$ cat src/rtl/time_report_gen_pkg.sv
// Shared constants and state encoding for the time report frame generator.
// Holds the ASCII characters used in a frame and the fixed frame length.
package time_report_gen_pkg;

   localparam logic [7:0] ASCII_COLON = 8'h3A;
   localparam logic [7:0] ASCII_DOT   = 8'h2E;
   localparam logic [7:0] ASCII_CR    = 8'h0D;
   localparam logic [7:0] ASCII_LF    = 8'h0A;
   localparam logic [7:0] ASCII_ZERO  = 8'h30;
   localparam int         FRAME_LEN   = 10;

   typedef enum logic [1:0] {
      IDLE = 2'd0,
      SEND = 2'd1,
      DONE = 2'd2
   } state_t;

endpackage

$ cat src/rtl/time_report_gen_bin2ascii2.sv
// Combinational 7-bit binary to two ASCII decimal digits.
// Values above 99 saturate to "99".
module bin2ascii2
   import time_report_gen_pkg::*;
(
   input  logic [6:0] value,
   output logic [7:0] tens,
   output logic [7:0] units
);

   logic [6:0] sat;

   always_comb begin
      sat   = (value > 7'd99) ? 7'd99 : value;
      tens  = ASCII_ZERO + {1'b0, sat / 7'd10};
      units = ASCII_ZERO + {1'b0, sat % 7'd10};
   end

endmodule

$ cat src/rtl/time_report_gen.sv
// Formats a watch or stopwatch time snapshot into a 10-byte ASCII frame
// and pushes it byte by byte into a TX FIFO, honouring the FIFO full flag.
module time_report_gen
   import time_report_gen_pkg::*;
#(
   parameter int FRAME_LEN = time_report_gen_pkg::FRAME_LEN
) (
   input  logic       clk,
   input  logic       rst,
   input  logic       req,
   input  logic       mode,
   input  logic [6:0] f_hi,
   input  logic [6:0] f_mid,
   input  logic [6:0] f_lo,
   input  logic       full,
   output logic       push,
   output logic [7:0] push_data,
   output logic       busy,
   output logic       done
);

   localparam logic [3:0] LAST_COUNT = 4'(FRAME_LEN);

   state_t     state, state_next;
   logic [3:0] idx, idx_next;
   logic       snap_mode, snap_mode_next;
   logic [6:0] snap_hi, snap_hi_next;
   logic [6:0] snap_mid, snap_mid_next;
   logic [6:0] snap_lo, snap_lo_next;
   logic       push_next, busy_next, done_next;
   logic [7:0] data_next;

   logic       src_mode;
   logic [6:0] src_hi, src_mid, src_lo;
   logic [3:0] sel_idx;
   logic [7:0] hi_tens, hi_units, mid_tens, mid_units, lo_tens, lo_units;
   logic [7:0] cur_byte;

   // In IDLE the first byte is built from the live inputs so it can be
   // pushed in the very next cycle; afterwards only the snapshot is used.
   always_comb begin
      src_mode = (state == IDLE) ? mode  : snap_mode;
      src_hi   = (state == IDLE) ? f_hi  : snap_hi;
      src_mid  = (state == IDLE) ? f_mid : snap_mid;
      src_lo   = (state == IDLE) ? f_lo  : snap_lo;
      sel_idx  = (state == IDLE) ? 4'd0  : idx;
   end

   bin2ascii2 u_conv_hi  (.value(src_hi),  .tens(hi_tens),  .units(hi_units));
   bin2ascii2 u_conv_mid (.value(src_mid), .tens(mid_tens), .units(mid_units));
   bin2ascii2 u_conv_lo  (.value(src_lo),  .tens(lo_tens),  .units(lo_units));

   always_comb begin
      case (sel_idx)
         4'd0:    cur_byte = hi_tens;
         4'd1:    cur_byte = hi_units;
         4'd2:    cur_byte = ASCII_COLON;
         4'd3:    cur_byte = mid_tens;
         4'd4:    cur_byte = mid_units;
         4'd5:    cur_byte = src_mode ? ASCII_DOT : ASCII_COLON;
         4'd6:    cur_byte = lo_tens;
         4'd7:    cur_byte = lo_units;
         4'd8:    cur_byte = ASCII_CR;
         4'd9:    cur_byte = ASCII_LF;
         default: cur_byte = 8'h00;
      endcase
   end

   // idx counts bytes already scheduled; once it reaches the frame length
   // the frame is complete and the next cycle reports done.
   always_comb begin
      state_next     = state;
      idx_next       = idx;
      snap_mode_next = snap_mode;
      snap_hi_next   = snap_hi;
      snap_mid_next  = snap_mid;
      snap_lo_next   = snap_lo;
      push_next      = 1'b0;
      data_next      = 8'h00;
      busy_next      = busy;
      done_next      = 1'b0;
      case (state)
         IDLE: begin
            if (req) begin
               state_next     = SEND;
               snap_mode_next = mode;
               snap_hi_next   = f_hi;
               snap_mid_next  = f_mid;
               snap_lo_next   = f_lo;
               busy_next      = 1'b1;
               idx_next       = 4'd0;
               if (!full) begin
                  push_next = 1'b1;
                  data_next = cur_byte;
                  idx_next  = 4'd1;
               end
            end
         end
         SEND: begin
            if (idx == LAST_COUNT) begin
               state_next = DONE;
               busy_next  = 1'b0;
               done_next  = 1'b1;
            end else if (!full) begin
               push_next = 1'b1;
               data_next = cur_byte;
               idx_next  = idx + 4'd1;
            end
         end
         DONE: begin
            state_next = IDLE;
         end
         default: begin
            state_next = IDLE;
            busy_next  = 1'b0;
         end
      endcase
   end

   always_ff @(posedge clk or negedge rst) begin
      if (!rst) begin
         state     <= IDLE;
         idx       <= 4'd0;
         snap_mode <= 1'b0;
         snap_hi   <= 7'd0;
         snap_mid  <= 7'd0;
         snap_lo   <= 7'd0;
         push      <= 1'b0;
         push_data <= 8'h00;
         busy      <= 1'b0;
         done      <= 1'b0;
      end else begin
         state     <= state_next;
         idx       <= idx_next;
         snap_mode <= snap_mode_next;
         snap_hi   <= snap_hi_next;
         snap_mid  <= snap_mid_next;
         snap_lo   <= snap_lo_next;
         push      <= push_next;
         push_data <= data_next;
         busy      <= busy_next;
         done      <= done_next;
      end
   end

endmodule

$ cat config.mk
export PLATFORM = sky130hd
export DESIGN_NAME = time_report_gen
export DESIGN_NICKNAME = d
export VERILOG_FILES = /design/src/rtl/time_report_gen_pkg.sv /design/src/rtl/time_report_gen_bin2ascii2.sv /design/src/rtl/time_report_gen.sv
export SDC_FILE = /design/constraint.sdc
export NUM_CORES = 1
export LEC_CHECK = 0
export BUFFER_PORTS_ARGS = -buffer_cell sky130_fd_sc_hd__buf_2
export CORE_AREA = 2 2 108 110
export DETAILED_ROUTE_END_ITERATION = 6
export DIE_AREA = 0 0 110 112
export GPL_TIMING_DRIVEN = 0
export PLACE_DENSITY_LB_ADDON = 0.12
export SETUP_SLACK_MARGIN = 0.1
export SLEW_MARGIN = 20
export SYNTH_ARGS = -nofsm -noshare
export SYNTH_HDL_FRONTEND = slang
export SYNTH_SLANG_ARGS = --single-unit
$ cat constraint.sdc
create_clock -name clk -period 10.99 [get_ports clk]
set_clock_uncertainty 0.15 [all_clocks]
set_input_delay 1.6485 -clock clk [delete_from_list [all_inputs] [get_ports clk]]
set_output_delay 1.6485 -clock clk [all_outputs]
set_load 0.1 [all_outputs]
==> results of run 1 <==
sequential cells by signal (all words and copies together), names as in the netlist, 2 cells and up:
register / flops
push_data: 8
snap_hi: 7
snap_lo: 7
snap_mid: 7
idx: 4
state: 2
path summary, 6_finish.rpt:
path	startpoint	endpoint	cells after the start
max reg2reg	state[0]	push_data[6]	25
min reg2reg	snap_mid[4]	snap_mid[4]	1
min	snap_mid[4]	snap_mid[4]	1
max	state[0]	push_data[6]	25
min in group asynchronous	rst	snap_lo[2]	1
max in group asynchronous	rst	push_data[1]	1
placed cells by master (no fill, tap or decap), types with 13 or more instances in the layout:
| cell type | count |
|---|---|
| o21ai_0 | 34 |
| a31oi_1 | 13 |
| ha_1 | 14 |
| nor2_1 | 51 |
| dfrtp_1 | 39 |
| mux2_2 | 27 |
| mux2i_1 | 13 |
| nand3_1 | 14 |
| nand2_1 | 49 |
| nor3_1 | 15 |
| buf_2 | 39 |
| inv_1 | 22 |
| a21oi_1 | 38 |
logic make-up after synthesis:
logic type | share of synthesized area (%)
fa+ha+maj | 4.01
mux | 9.94
flops | 22.3
buf+inv | 4.73
xor+xnor | 2.41
compound gates | 31.2
simple gates | 25.4
per-layer routing:
layer / vias to the layer above / wire length [µm]
met5: - / 0
met4: 0 / 322
met3: 27 / 486
met2: 114 / 6160
met1: 2126 / 6470
li1: 2205 / -
layout make-up:
type / instances / share of cell area (%)
plain buffers: 24 / 2.53
clock buffers: 5 / 2.56
clock inverters: 3 / 0.894
inverters: 22 / 1.69
multi-input cells: 472 / 65.1
flip-flops and latches: 39 / 19.9
well taps: 143 / 3.65
repair buffers: 36 / 3.68
stage by stage:
step / hold WS (ps) / instance area, µm² / setup WS [ps]
finish: 364 / 4900 / 3760
global route: 388 / 4900 / 3210
CTS: 368 / 4900 / 3830
detailed placement: 354 / 4730 / 3580
global placement: 339 / 4730 / 3590
floorplan: 330 / 4370 / 4370
==> qor.yml, run 1 <==
root_buffer: "clkbuf_16"
rsz0062_at_grt: "no"
n_fill_cell: 1148
endpoint_kind: "register"
final_core_util_pct: 43.8
hold_viol: 0
busiest_layer: "met2"
die-area_um2: 12300
cts_buffers: 5
grt_pass1_wl_um: 22100
post_cts_buffers: 0
synth-seq-area-share_pct: 22.3
worstSetupStartpointType: "register"
period_share_pct: 65.8
maxCapViolations: 0
clkSinkCount: 39
io_buffer_count: 36
area_growth_pct: 12.1
fp.dieW_um: 110
synth_commonest_cells: "51 x nor2_1, 49 x nand2_1, 39 x dfrtp_1"
drive_above_1_share_pct: 17.5
ant_nets: 0
cp_top_family: "compound AO/OA/AOI/OAI gates"
drt-initial-drc-count: 284
fmax_mhz: 138
synth_edf_count: 0
rows: 39
netlist_area_um2: 4370
synthCells: 557
place_inst: 736
synth_cell_types: 77
post_cts_resized: 0
worstSetupPathType: "reg2reg"
fin_cells: 744
dieHeight_um: 112
clkLatencyLatePin_ps: 290
period_needed_ps: 7230
ys_warn_count: 0
io_pins: 37
finalWirelength_um: 13400
synth.avg_cell_area_um2: 7.84
cp_slowest_cell: "buf_1"
hold_path_class: "reg2reg"
grt_max_degree: 40
slew-limit-headroom_pct: 36.3
status: "finished clean"
critPathBufInv: 4
overflow: 0
cpPeakStageDelay_ps: 510
place_congestion: 0.903
cts_tree: "yes"
synthArstFlopShare_pct: 100
cp.arrival_ps: 7280
h-tree-depth: 2
cts_hold_buf: 0
finalSetupViolCount: 0
wl_per_cell_um: 18.1
drc: 0
core-area_um2: 11200
via_per_inst: 6.01
crit_path_max_fanout: 10
gr-usage-met3_pct: 2.81
first_global_vias: 4326
worstMarginPinSlew_ps: 956
met2_usage_pct: 35.6
path_clk_slew_ps: 60
synth_top_area_cell: "dfrtp_1"
dp_hpwl_um: 10600
yosys-top-cells-area: "dfrtp_1 22%, mux2_2 7.0%, nor2_1 4.4%"
multi_input_comb_area_um2: 3190
clockBufferDepth: 2
synth.most_common_cell: "nor2_1"
setup_tns_ps: 0
grtUsageTotal_pct: 22.8
regArea_um2: 976
cpMostUsedCell: "ha_1"
rrSetupSlack_ps: 3760
synthFlopType: "dfrtp_1"
syn-num-nets: 597
vias: 4472
ys_ff_latch: 39
synth_top_cell_area_share_pct: 22.3
worstPathRequired_ps: 11040
start_util_pct: 39.1
antenna_cells: 0
fin_nets: 640
slew_viol_final: 0
met1_usage_pct: 32.4
antenna_found_initial: 0
firstDrtPassIters: 5
Power of run 1 is left out: the tool's default activity adds up to more than one toggle a clock period on the data nets, which glitch-free logic cannot reach.
==> run 2: changes to the inputs <==
--- a/config.mk
+++ b/config.mk
@@ -5,10 +5,11 @@
 export SDC_FILE = /design/constraint.sdc
 export NUM_CORES = 1
 export LEC_CHECK = 0
+export ABC_AREA = 1
 export BUFFER_PORTS_ARGS = -buffer_cell sky130_fd_sc_hd__buf_2
-export CORE_AREA = 2 2 108 110
+export CORE_AREA = 2 2 105 107
 export DETAILED_ROUTE_END_ITERATION = 6
-export DIE_AREA = 0 0 110 112
+export DIE_AREA = 0 0 107 109
 export GPL_TIMING_DRIVEN = 0
 export PLACE_DENSITY_LB_ADDON = 0.12
 export SETUP_SLACK_MARGIN = 0.1
==> constraint.sdc (replaced) <==
create_clock -name clk -period 6.4 [get_ports clk]
set_clock_uncertainty 0.15 [all_clocks]
set_input_delay 0.96 -clock clk [delete_from_list [all_inputs] [get_ports clk]]
set_output_delay 0.96 -clock clk [all_outputs]
set_load 0.1 [all_outputs]
==> run 2 against run 1 <==
  * Global-route usage shrank 3.8 points
  * Worst hold slack got worse by 34 ps
  * Final area fell by 5.7%
  * Largest cell class unchanged
  * Setup slack lost 1800 ps
  * Synthesized area fell by 5.2%
  * Non-clock buffer count decreased by 15
  * First-iteration DRC count down 41%
  * Synthesized cell count up 18%
  * Sequential share of layout area grew 1.2 points
  * Clock-buffer cell count grew 1
  * Fmax increased by 62%
  * Routed wire length is 23% lower
==> qor.yml, run 2 <==
status: "finished clean"
post_cts_buffers: 0  # unchanged
setup_ws_ps: 1930  # -1830 ps
hold_viol: 0  # unchanged
worstHoldStart: "snap_hi[5]"
maxCapViolations: 0  # unchanged
r2r_end: "push_data[5]"
drive_above_1_share_pct: 20.1  # +2.7 points
cpPeakStageDelay_ps: 450  # -60 ps
pre_cts_ws_ps: 1670  # -1920 ps
ys_warn_count: 0  # unchanged
fin_nets: 739  # +15%
antenna_found_initial: 0  # unchanged
n_fill_cell: 1127  # -1.8%
h-tree-depth: 2  # unchanged
crit_path_max_fanout: 10  # unchanged
finalWirelength_um: 10400  # -23%
cp_slowest_cell: "dfrtp_1"
grt_max_degree: 40  # unchanged
synthArstFlopShare_pct: 100  # unchanged
finalSetupViolCount: 0  # unchanged
final_area_um2: 4620  # -5.7%
slew_viol_final: 0  # unchanged
final_cell_mix: "177 x nand2_1, 120 x inv_1, 52 x nand3_1, 42 x o21ai_0, 40 x nor2_1"
synthCells: 656  # +18%
regArea_um2: 976  # unchanged
vias: 4074  # -8.9%
firstDrtPassIters: 5  # unchanged
die-area_um2: 11700  # -5.3%
syn-num-nets: 696  # +17%
dieHeight_um: 109  # -2.7%
area_growth_pct: 11.5
setup_tns_ps: 0  # unchanged
synth_edf_count: 0  # unchanged
place_area_um2: 4490  # -4.9%
worstPathRequired_ps: 6470  # -4570 ps
hold_path_class: "reg2reg"
cts_tree: "yes"
cpMostUsedCell: "nand2_1"
overflow: 0  # unchanged
antenna_cells: 0  # unchanged
hold_ws_ps: 330  # -33.6 ps
root_buffer: "clkbuf_8"
synth_cell_types: 40  # -48%
clkSinkCount: 39  # unchanged
period_needed_ps: 4470  # -2760 ps
period_share_pct: 69.9  # +4.1 points
worstSetupPathType: "reg2reg"
start_util_pct: 39.0  # -0.052 points
grt_pass1_wl_um: 17800  # -19%
path_clk_slew_ps: 90  # +30 ps
synthFlopType: "dfrtp_1"
ys_ff_latch: 39  # unchanged
place_congestion: 0.830  # -8.0%
slew-limit-headroom_pct: 35.7  # -0.60 points
r2r_cells: 37  # +48%
synth.most_common_cell: "nand2_1"
fmax_mhz: 224  # +62%
rrSetupSlack_ps: 1930  # -1830 ps
whs_endpoint: "snap_hi[5]"
dp_hpwl_um: 8430  # -21%
post_cts_resized: 0  # unchanged
clockBufferDepth: 2  # unchanged
clkLatencyLatePin_ps: 300  # about the same
final_common_cell: "nand2_1"
via_per_inst: 4.85  # -19%
cts_buffers: 5  # unchanged
grtUsageTotal_pct: 19.0  # -3.8 points
io_pins: 37  # unchanged
cp.arrival_ps: 4550  # -2730 ps
ant_nets: 0  # unchanged
synth_top_area_cell: "dfrtp_1"
rows: 38  # -2.6%
yosys-top-cells-area: "dfrtp_1 24%, nand2_1 16%, inv_1 11%"
core-area_um2: 10600  # -5.1%
hold_depth: 2  # +1
endpoint_kind: "register"
crit_start: "state[1]"
multi_input_comb_area_um2: 2600  # -18%
drc: 0  # unchanged
synth.avg_cell_area_um2: 6.31  # -20%
worstMarginPinSlew_ps: 965  # +9.01 ps
cts_hold_buf: 0  # unchanged
synth_top_cell_area_share_pct: 23.6  # +1.2 points
largest_register_ffs: 8  # unchanged
synth-seq-area-share_pct: 23.6  # +1.2 points
first_global_vias: 3720  # -14%
io_buffer_count: 36  # unchanged
wl_per_cell_um: 12.3  # -32%
synth_commonest_cells: "177 x nand2_1, 120 x inv_1, 52 x nand3_1"
rsz0062_at_grt: "no"
drt-initial-drc-count: 167  # -41%
fp.dieW_um: 107  # -2.7%
worstSetupStartpointType: "register"
top_register: "push_data"
rr_startpoint: "state[1]"
netlist_area_um2: 4140  # -5.2%
## run 2: area by class of cell
class	instances	share of cell area, %
clock buffers	6	1.79
flip-flops and latches	39	21.1
plain buffers	9	1.82
multi-input cells	481	56.4
well taps	140	3.80
repair buffers	36	3.90
clock inverters	2	0.840
inverters	127	10.4
## run 2: cells by family after synthesis
logic type | count (synthesis) | synth area share [%]
flops | 39 | 23.6
xor+xnor | 4 | 0.846
fa+ha+maj | 14 | 4.23
simple gates | 375 | 45.0
compound gates | 88 | 12.7
buf+inv | 136 | 13.6
## run 2: worst max-delay path: cells and delay by family (launching register included)
kind            cells  cell delay (ps)
compound gates      3              430
fa+ha+maj           3              570
buf+inv             9              680
flops               1              450
simple gates       22             2080
## run 2: metal layers
layer  share of wire, %  wire length, µm  global-route usage [%]  vias up
li1                   -                -                       -     2173
met1                 51             5260                    27.1     1815
met4               0.97              100                    3.43        0
met3                3.6              369                    2.15        8
met2                 45             4630                    31.4       78
met5                  0                0                       0        -
## run 2: worst max-delay path by stage
stage / end
finish: push_data[5]
global route: push_data[5]
CTS: push_data[5]
detailed placement: push_data[5]
global placement: push_data[5]
floorplan: push_data[5]
## run 2: metrics by stage
stage	util (%)	instances
2_1_floorplan	-	656
5_1_grt	43.5	840
3_3_place_gp	42.4	832
6_report	43.5	840
3_5_place_dp	42.4	832
4_1_cts	43.5	840
Power of run 2 is left out for the same reason.
==> run 3: changes to the inputs <==
==> constraint.sdc (replaced) <==
create_clock -name clk -period 4.3 [get_ports clk]
set_clock_uncertainty 0.15 [all_clocks]
set_input_delay 0.645 -clock clk [delete_from_list [all_inputs] [get_ports clk]]
set_output_delay 0.645 -clock clk [all_outputs]
set_load 0.1 [all_outputs]
==> run 3 against run 2 <==
  * Fmax grew 9.3%
  * Sequential cell count is the same
  * Die area is the same
  * Largest cell class unchanged
  * Sequential share of layout area shrank 3.3 points
  * Core utilization grew 8.2 points
  * Highest routed layer unchanged
==> qor.yml, run 3 (synthesized netlist as in run 2, its figures left out) <==
dp_hpwl_um: 8430  # unchanged
crit_path_max_fanout: 5  # -5
top_register: "push_data"
antenna_cells: 0  # unchanged
cpMostUsedCell: "nand2_2"
drc: 0  # unchanged
place_area_um2: 4490  # unchanged
cts_buffers: 5  # unchanged
wl_per_cell_um: 13.2  # +6.9%
root_buffer: "clkbuf_8"
antenna_found_initial: 0  # unchanged
finalWirelength_um: 11700  # +13%
worstPathRequired_ps: 4370  # -2100 ps
period_share_pct: 95.2  # +25 points
grtUsageTotal_pct: 19.5  # +0.44 points
ant_nets: 0  # unchanged
cp_top_family: "simple AND/OR/NAND/NOR gates"
overflow: 0  # unchanged
place_congestion: 0.830  # unchanged
first_global_vias: 3821  # +2.7%
hold_viol: 0  # unchanged
critPathBufInv: 9  # unchanged
io_buffer_count: 36  # unchanged
via_per_inst: 4.93  # +1.6%
fin_nets: 787  # +6.5%
hold_path_class: "in2async"
clockBufferDepth: 2  # unchanged
cp.arrival_ps: 4170  # -380 ps
slew-limit-headroom_pct: 36.6  # +0.96 points
worstMarginPinSlew_ps: 950  # -14.5 ps
clkLatencyLatePin_ps: 300  # about the same
grt_pass1_wl_um: 18200  # +2.1%
area_growth_pct: 32.6
fp.dieW_um: 107  # unchanged
h-tree-depth: 2  # unchanged
maxCapViolations: 0  # unchanged
largest_register_ffs: 8  # unchanged
final_area_um2: 5490  # +19%
worstSetupPathType: "reg2reg"
die-area_um2: 11700  # unchanged
final_common_cell: "nand2_1"
endpoint_kind: "register"
final_cell_mix: "153 x nand2_1, 102 x inv_1, 45 x nand2_2, 45 x buf_4, 41 x o21ai_0"
firstDrtPassIters: 4  # -1
final_core_util_pct: 51.8  # +8.2 points
cpPeakStageDelay_ps: 460  # about the same
core-area_um2: 10600  # unchanged
cp_slowest_cell: "dfrtp_2"
vias: 4374  # +7.4%
cts_tree: "yes"
path_clk_slew_ps: 90  # about the same
rsz0062_at_grt: "yes"
dieHeight_um: 109  # unchanged
grt_max_degree: 40  # unchanged
fmax_mhz: 244  # +9.3%
setup_ws_ps: 208  # -1720 ps
cts_hold_buf: 0  # unchanged
drive_above_1_share_pct: 35.2  # +15 points
io_pins: 37  # unchanged
worstSetupStartpointType: "register"
slew_viol_final: 0  # unchanged
period_needed_ps: 4090  # -382 ps
clkSinkCount: 39  # unchanged
finalSetupViolCount: 0  # unchanged
pre_cts_ws_ps: -173  # -1840 ps
status: "finished clean"
drt-initial-drc-count: 156  # -6.6%
start_util_pct: 39.0  # unchanged
rows: 38  # unchanged
[run 3: routing by layer]
layer  track usage [%]  up-vias  routed length (µm)
met4              3.43        0                 185
met5                 0        -                   0
li1                  -     2278                   -
met2              32.8       72                5600
met3              2.15       19                 324
met1              27.3     2005                5590
[run 3: final cells by class]
type	instances	area, µm²
tap	140	175
inverter	127	485
sequential	39	977
multi-input combinational	482	3080
clock buffer	6	82.6
buffer	9	83.8
timing repair buffer	83	561
fill	1056	5110
clock inverter	2	38.8
[run 3: stage by stage]
stage               TNS, ps  hold slack [ps]  instances
floorplan                 0              199        656
global placement       -216              303        832
detailed placement     -638              313        832
CTS                       0              337        853
global route           -105              348        888
finish                    0              331        888
[run 3: repair_timing]
action                                  in CTS  in global routing
cloned                                       1                  1
pin swaps                                    8                 56
gates resized for setup                     19                107
endpoints found under the setup margin       8                  8
endpoints found under the hold margin        0                  0
buffers inserted                            12                 34
[run 3: worst paths after layout]
kind                            start      endpoint  slack [ps]  depth (start not counted)
min in group clk           snap_hi[5]    snap_hi[5]         330                          2
setup reg to reg             state[1]  push_data[5]         210                         38
setup / recovery             state[1]  push_data[5]         210                         38
hold reg to reg            snap_hi[5]    snap_hi[5]         330                          2
max in group asynchronous         rst      state[1]        3020                          1
hold / removal                    rst  push_data[4]         330                          1
Power of run 3 is left out for the same reason.
